==> src/rtl/fft_output_reorder.sv <==
// Ping-pong reorder buffer: converts two-lane bit-reversed FFT output beats
// into a natural-order sample stream with index, last and frame-done markers.
module fft_output_reorder #(
    parameter int unsigned DW = 32
) (
    input  logic          clk,
    input  logic          rst,
    input  logic          in_valid,
    output logic          in_ready,
    input  logic [DW-1:0] in_data0,
    input  logic [DW-1:0] in_data1,
    output logic          out_valid,
    input  logic          out_ready,
    output logic [DW-1:0] out_data,
    output logic [5:0]    out_idx,
    output logic          out_last,
    output logic          frame_done
);

    localparam int unsigned NPTS  = 64;
    localparam int unsigned BEATS = 32;
    localparam int unsigned AW    = 6;
    localparam int unsigned BW    = 5;

    logic [BW-1:0] wr_cnt_q, wr_cnt_d;
    logic [AW-1:0] rd_cnt_q, rd_cnt_d;
    logic          wr_sel_q, wr_sel_d;
    logic          rd_sel_q, rd_sel_d;
    logic [1:0]    full_q,   full_d;
    logic          frame_done_q, frame_done_d;

    logic [DW-1:0] buf0_q [NPTS];
    logic [DW-1:0] buf1_q [NPTS];

    logic          in_fire;
    logic          out_fire;
    logic [AW-1:0] wr_addr0;
    logic [AW-1:0] wr_addr1;

    function automatic logic [AW-1:0] bitrev6(input logic [AW-1:0] a);
        logic [AW-1:0] r;
        for (int i = 0; i < int'(AW); i++) begin
            r[i] = a[int'(AW) - 1 - i];
        end
        return r;
    endfunction

    // Handshake decode and read-side datapath, all from registered state
    always_comb begin
        in_ready   = !full_q[wr_sel_q];
        out_valid  = full_q[rd_sel_q];
        in_fire    = in_valid && in_ready;
        out_fire   = out_valid && out_ready;
        wr_addr0   = bitrev6({wr_cnt_q, 1'b0});
        wr_addr1   = bitrev6({wr_cnt_q, 1'b1});
        out_data   = rd_sel_q ? buf1_q[rd_cnt_q] : buf0_q[rd_cnt_q];
        out_idx    = rd_cnt_q;
        out_last   = out_valid && (rd_cnt_q == AW'(NPTS - 1));
        frame_done = frame_done_q;
    end

    // Next-state for counters, bank selects and full flags
    always_comb begin
        wr_cnt_d     = wr_cnt_q;
        rd_cnt_d     = rd_cnt_q;
        wr_sel_d     = wr_sel_q;
        rd_sel_d     = rd_sel_q;
        full_d       = full_q;
        frame_done_d = 1'b0;

        if (in_fire) begin
            wr_cnt_d = wr_cnt_q + BW'(1);
            if (wr_cnt_q == BW'(BEATS - 1)) begin
                full_d[wr_sel_q] = 1'b1;
                wr_sel_d         = !wr_sel_q;
            end
        end

        // Read completion frees the other bank; it never collides with the write bank
        if (out_fire) begin
            rd_cnt_d = rd_cnt_q + AW'(1);
            if (rd_cnt_q == AW'(NPTS - 1)) begin
                full_d[rd_sel_q] = 1'b0;
                rd_sel_d         = !rd_sel_q;
                frame_done_d     = 1'b1;
            end
        end
    end

    // Control state register
    always_ff @(posedge clk or posedge rst) begin
        if (rst) begin
            wr_cnt_q     <= '0;
            rd_cnt_q     <= '0;
            wr_sel_q     <= 1'b0;
            rd_sel_q     <= 1'b0;
            full_q       <= 2'b00;
            frame_done_q <= 1'b0;
        end else begin
            wr_cnt_q     <= wr_cnt_d;
            rd_cnt_q     <= rd_cnt_d;
            wr_sel_q     <= wr_sel_d;
            rd_sel_q     <= rd_sel_d;
            full_q       <= full_d;
            frame_done_q <= frame_done_d;
        end
    end

    // Sample storage, scattered to natural-order addresses; contents not reset
    always_ff @(posedge clk) begin
        if (in_fire) begin
            if (wr_sel_q) begin
                buf1_q[wr_addr0] <= in_data0;
                buf1_q[wr_addr1] <= in_data1;
            end else begin
                buf0_q[wr_addr0] <= in_data0;
                buf0_q[wr_addr1] <= in_data1;
            end
        end
    end

endmodule

==> config.mk <==
export PLATFORM = sky130hd
export DESIGN_NAME = fft_output_reorder
export DESIGN_NICKNAME = d
export VERILOG_FILES = /design/src/rtl/fft_output_reorder.sv
export SDC_FILE = /design/constraint.sdc
export NUM_CORES = 2
export LEC_CHECK = 0
export CAP_MARGIN = 20
export CORE_ASPECT_RATIO = 0.8
export CORE_MARGIN = 1.5
export CORE_UTILIZATION = 47
export DETAILED_ROUTE_END_ITERATION = 6
export PLACE_DENSITY = 0.68
export REMOVE_ABC_BUFFERS = 1
export SLEW_MARGIN = 0
export SYNTH_ARGS = -nofsm -noshare
export SYNTH_HDL_FRONTEND = slang
export SYNTH_SLANG_ARGS = --single-unit
==> constraint.sdc <==
create_clock -name clk -period 6.2 [get_ports clk]
set_input_delay 1.24 -clock clk [delete_from_list [all_inputs] [get_ports clk]]
set_output_delay 1.24 -clock clk [all_outputs]
set_load 0.02 [all_outputs]
* After elaboration in Yosys (flattened, before gate mapping) *
Memories as Yosys holds them, arrays and structs flattened.
Cells that the tools add are included.

word-level totals
  flip-flop bits (word level) = 16
  memory bits (writable) = 4096
  input bits = 68
  output and inout bits = 42
  word-level logic and storage cells = 50
  memories kept = 2

cells by class
  add/subtract/negate cells = 2
  order comparisons = 4
  equal/unequal tests = 2
  multiplexer cells = 21
  bitwise logic cells = 3
  reductions and logical operators = 10

memory list
  memory  depth  width  rd ports  clocked after memory_dff  write ports  line  RTL
  buf0_q  64     32     1         0                         2            32    logic [DW-1:0] buf0_q [NPTS];
  buf1_q  64     32     1         0                         2            33    logic [DW-1:0] buf1_q [NPTS];

operator list
  kind                                                                           count
  32-bit two-way mux                                                             1
  1-bit two-way mux                                                              14
  2-bit two-way mux                                                              4
  6-bit by 1-bit adder with 6-bit output (second input constant)                 1
  6-bit equality test (second input constant)                                    1
  5-bit by 1-bit adder with 5-bit output (second input constant)                 1
  5-bit equality test (second input constant)                                    1
  1-bit logical AND                                                              5
  1-bit by 2-bit less-than comparator with 1-bit output (second input constant)  2
  2-bit AND reduction                                                            2
  1-bit zero test                                                                3
  2-bit AND                                                                      1
  1-bit demux with 1-bit select                                                  2
  1-bit greater-or-equal comparator (second input constant)                      2
  2-bit NOT                                                                      1
  2-bit bitwise OR                                                               1

* Longest topological paths before layout *
  depth in word-level cells = 10
  mapped depth = 13
  depth with buffers taken out = 6

* Worst setup path after synthesis *
No wires, ideal clock.

  path kind = input port to flip-flop
  start point = in in_valid
  end point = mem buf0_q[35][0] (enable)
  setup time = 0.487 ns
  arrival time = 4.765 ns
  required time = 5.713 ns
  setup slack = 0.948 ns
  stages on the path = 3
  path buffers = 0
  cells stage by stage = nor3b_1 -> nand2_1 -> nor2_1

RTL lines
  element             line  RTL
  start: declaration  8     input logic in_valid,
  end: declaration    32

* Worst setup path after layout *
  start point = reg rd_cnt_q[1], in the netlist out_idx[1]
  end point = out out_data[31]

between the ends
  word-level cells in the longest chain between the ends = 2
  elaborated cells on any way between the ends = 3
  classes of those cells = mux (1); memory (2)

ends and longest elaborated chain
  element                                line  RTL
  start: declaration                     26    logic [AW-1:0] rd_cnt_q, rd_cnt_d;
  start signal: assignment               101   rd_cnt_q <= rd_cnt_d;
  memory 64 x 32 bit (on tied branches)  -
  32-bit two-way mux *                   56    out_data = rd_sel_q ? buf1_q[rd_cnt_q] : buf0_q[rd_cnt_q];
  end: declaration                       14    output logic [DW-1:0] out_data,

Every way passes the cells marked *; elsewhere a longest branch is shown, timed or not.

==> run_results.csv <==
group,metric,value,unit
cts,clock_latency,0.95,ns
run,drv_cap,0,
detailed_routing,ant_nets,0,
synth,ys_ff_latch,4112,
cts,cts_tree,"done",
place,dp_hpwl,254000,um
critical_path,startpoint_type,"flop",
synth,synth-main-ff-cell,"edfxtp_1",
timing,fin_crit,6.26,ns
cts,clkTransAtPathRegs,0.07,ns
synth,synth_cell_type_count,76,
timing,slew_headroom,20.4,%
place,place_inst,11500,
global_route,antenna_found_initial,33,
die,die_width,651,um
place,gp_congestion,0.831,
global_route,grt_overflow_total,0,
detailed_routing,routed_via_density,6.73,
cts,h-tree-depth,5,
critical_path,path_class,"flop to primary output",
final_layout,nNetsFinal,7598,
detailed_routing,vias,82500,
timing,setup_viol,1,
synth,yosysSeqAreaShare,78.1,%
final_layout,area_growth,13.6,%
cts,cts.sinks,4112,
cts,cts.path.max_buffers,4,
timing,tns,-0.0578,ns
global_route,grt_pass1_vias,78800,
power,leakagePower,0.0579,uW
detailed_routing,wl_met1,175000,um
critical_path,worstPathArrival,5.02,ns
detailed_routing,top_layer,"met5",
final_layout,drive_gt1_share,25.6,%
timing,fmax,0.160,GHz
global_route,grt_usage,28.1,%
detailed_routing,drc,0,
critical_path,max_stage_delay,0.68,ns
die,die_h,522,um
global_route,grt_pass1_wl,655000,um
timing,fin_ws,-0.0578,ns
outcome,violations,"negative setup slack",
detailed_routing,wl_met3,74700,um
critical_path,crit_buf_inv,4,
synth,synth_edf_count,4096,
timing,min_period_over_period,101,%
timing,rsz0062_at_grt,"true",
detailed_routing,first_pass_iters,6,
cts,root_buffer,"clkbuf_16",
timing,final-max-slew-violation-count,0,
final_layout,utilization,53.6,%
die,die_area,0.340,mm^2
critical_path,cpMostUsedCell,"buf_4",
synth,ys_top_cells_by_area,"edfxtp_1 78%, mux4_2 12%, mux2i_1 3.4%, a22oi_1 0.86%, buf_2 0.43%",
synth,synth_area_per_cell,22.4,um^2
detailed_routing,drtIter0Drc,14500,
synth,synthCells,7057,
critical_path,cp_slowest_cell,"dfrtp_4",
timing,skew,0.0600,ns
synth,synth.top_cell.area_share,77.9,%
power,power_density,357,mW/mm^2
die,rows,190,
timing,max_slew.worst_pin.slew,1.19,ns
critical_path,worstPathRequired,4.96,ns
critical_path,crit_family,"buffers and inverters",
cts,numCtsBuffers,380,
detailed_routing,wirelength,484000,um
die,start_util,47.2,%
synth,synth_warnings,0,
detailed_routing,wl_met2,214000,um
place,dp_slack,0.314,ns
final_layout,instances_no_fill,12300,
die,ios,110,
critical_path,end_kind,"primary output",
die,core,0.335,mm^2
power,max-vdd-ir-drop,252,uV
place,port-buffer-count,109,
global_route,grt_max_degree,100,
synth,async_flop_share,0.389,%
critical_path,path_cells,"buf_12, nand2b_1, buf_4, o221ai_1, a21oi_1, nor3_1, o22ai_1, a211oi_2, buf_4, clkdlybuf4s50_1",
power,total_power,64100,uW
synth,synth_area,0.158,mm^2
detailed_routing,wl_per_cell,39.5,um
cts,hold_buffers,0,
outcome,outcome,"finished with violations",
min_path,hp-class,"primary input to asynchronous set/reset pin",
synth,yosys.area.top_type,"edfxtp_1",
critical_path,cp_max_fo,43,
timing,hold_viol_final,0,
## logic make-up (layout without fill, tap and decap cells)
logic type	after synthesis	after routing	share of synthesized area [%]
simple gates	455	455	1.42
mux	1447	1447	16.0
fa+ha+maj	6	6	0.0475
compound gates	624	624	2.73
flops	4112	4112	78.1
buf+inv	404	1176	1.60
xor+xnor	9	9	0.0499
other cells	0	7	0
## state kept, by name, summed over array words and instances, names as in the netlist
signal and count:
buf1_q 2048, rd_sel_q 1, wr_cnt_q 5, buf0_q 2048
wr_sel_q 1, full_q 2, frame_done 1, out_idx 6
## power breakdown
group | leakage, uW | total (uW) | internal (uW) | switching, uW
logic | 0.0148 | 8800 | 3700 | 5100
registers | 0.0370 | 31800 | 31500 | 238
clock network | 0.00600 | 23600 | 13300 | 10300
total | 0.0579 | 64100 | 48500 | 15600
## placed cells by master (no fill, tap or decap), types with 18 or more instances in the layout
| cell | instances |
|---|---|
| clkinv_2 | 65 |
| buf_4 | 220 |
| clkbuf_16 | 385 |
| mux4_2 | 864 |
| mux2_2 | 47 |
| o21ai_0 | 59 |
| a21oi_1 | 111 |
| mux2i_1 | 536 |
| nand2_1 | 136 |
| a22oi_1 | 181 |
| o22ai_1 | 37 |
| buf_12 | 144 |
| nor2_4 | 64 |
| o211ai_1 | 20 |
| a31oi_1 | 45 |
| buf_2 | 64 |
| nand3_1 | 63 |
| edfxtp_1 | 4096 |
| clkinvlp_4 | 20 |
| clkdlybuf4s50_1 | 41 |
| clkinv_1 | 93 |
| a221oi_1 | 18 |
| clkbuf_1 | 53 |
| nor2_1 | 36 |
| bufinv_16 | 44 |
| nor2b_1 | 30 |
| a211oi_1 | 57 |
## stage by stage
step / hold WS [ns] / instance area (um^2)
5_1_grt: 0.541 / 180000
3_3_place_gp: 0.555 / 167000
3_5_place_dp: 0.586 / 167000
4_1_cts: 0.603 / 179000
6_report: 0.537 / 180000
2_1_floorplan: 0.524 / 155000
## path summary, 6_finish.rpt
kind,from,end,slack [ns],cells past startpoint
min in group clk,in_data0[18],buf0_q[28][18],0.60,1
max reg2reg,wr_sel_q,buf0_q[37][16],2.38,4
min reg2reg,full_q[0],full_q[0],0.61,2
max,out_idx[1],out_data[31],-0.06,10
min,rst,frame_done,0.54,2
max in group asynchronous,rst,out_idx[5],5.25,3
## layer usage
layer | track usage, % | up-vias
met5 | 0 | -
met4 | 9.81 | 20
met3 | 7.99 | 1041
met2 | 41.7 | 6506
met1 | 40.3 | 43900
li1 | - | 31000
## cell type report
cell class,instances,area (um^2)
well taps,4416,5530
clock buffers,442,9890
inverters,8,37.5
fillers,24800,155000
flip-flops and latches,4112,123000
multi-input cells,2541,32700
diodes,7,17.5
clock inverters,245,2440
repair buffers,481,5500
## worst reg2reg max path, cell delays in order (launching register included)
cell and delay (ns):
dfrtp_1 0.44, nor3b_1 0.82, nand2_1 0.76, nor2_4 1.01, buf_4 0.47
## cell usage after synthesis, types with 4 or more instances
master     count
mux4_2       864
buf_12         4
buf_2        137
buf_1         21
and3_1        12
nor3_1        17
edfxtp_1    4096
a221oi_1      18
and4b_1        4
inv_1          5
o22ai_1       37
o221ai_1      14
buf_6         51
nor2b_1       35
nor4bb_1       5
nand4_1       16
xnor2_1        8
mux2i_1      536
ha_1           6
a22oi_1      181
buf_8         12
mux2_2        47
nand2b_1       8
a31oi_1       45
nor4_1        12
nand2_1      139
o21ai_0       59
nand3b_1       5
a311oi_1       4
o211ai_1      20
buf_4         70
a21o_1         5
nor2_1       101
o22a_1        10
and2_1        15
dfrtp_1       16
nand3_1       64
a22o_1        15
a21oi_1      113
clkbuf_1     101
a2111oi_0     12
a211oi_1      58
## repair_timing
| action | 4_1_cts | 5_1_grt |
|---|---|---|
| resized for setup | 7 | 11 |
| gates cloned | 0 | 0 |
| pin swaps | 2 | 1 |
| setup buffers | 11 | 0 |
| setup endpoints to repair | 25 | 9 |
Note: power is estimated with default switching activity, not from simulation.
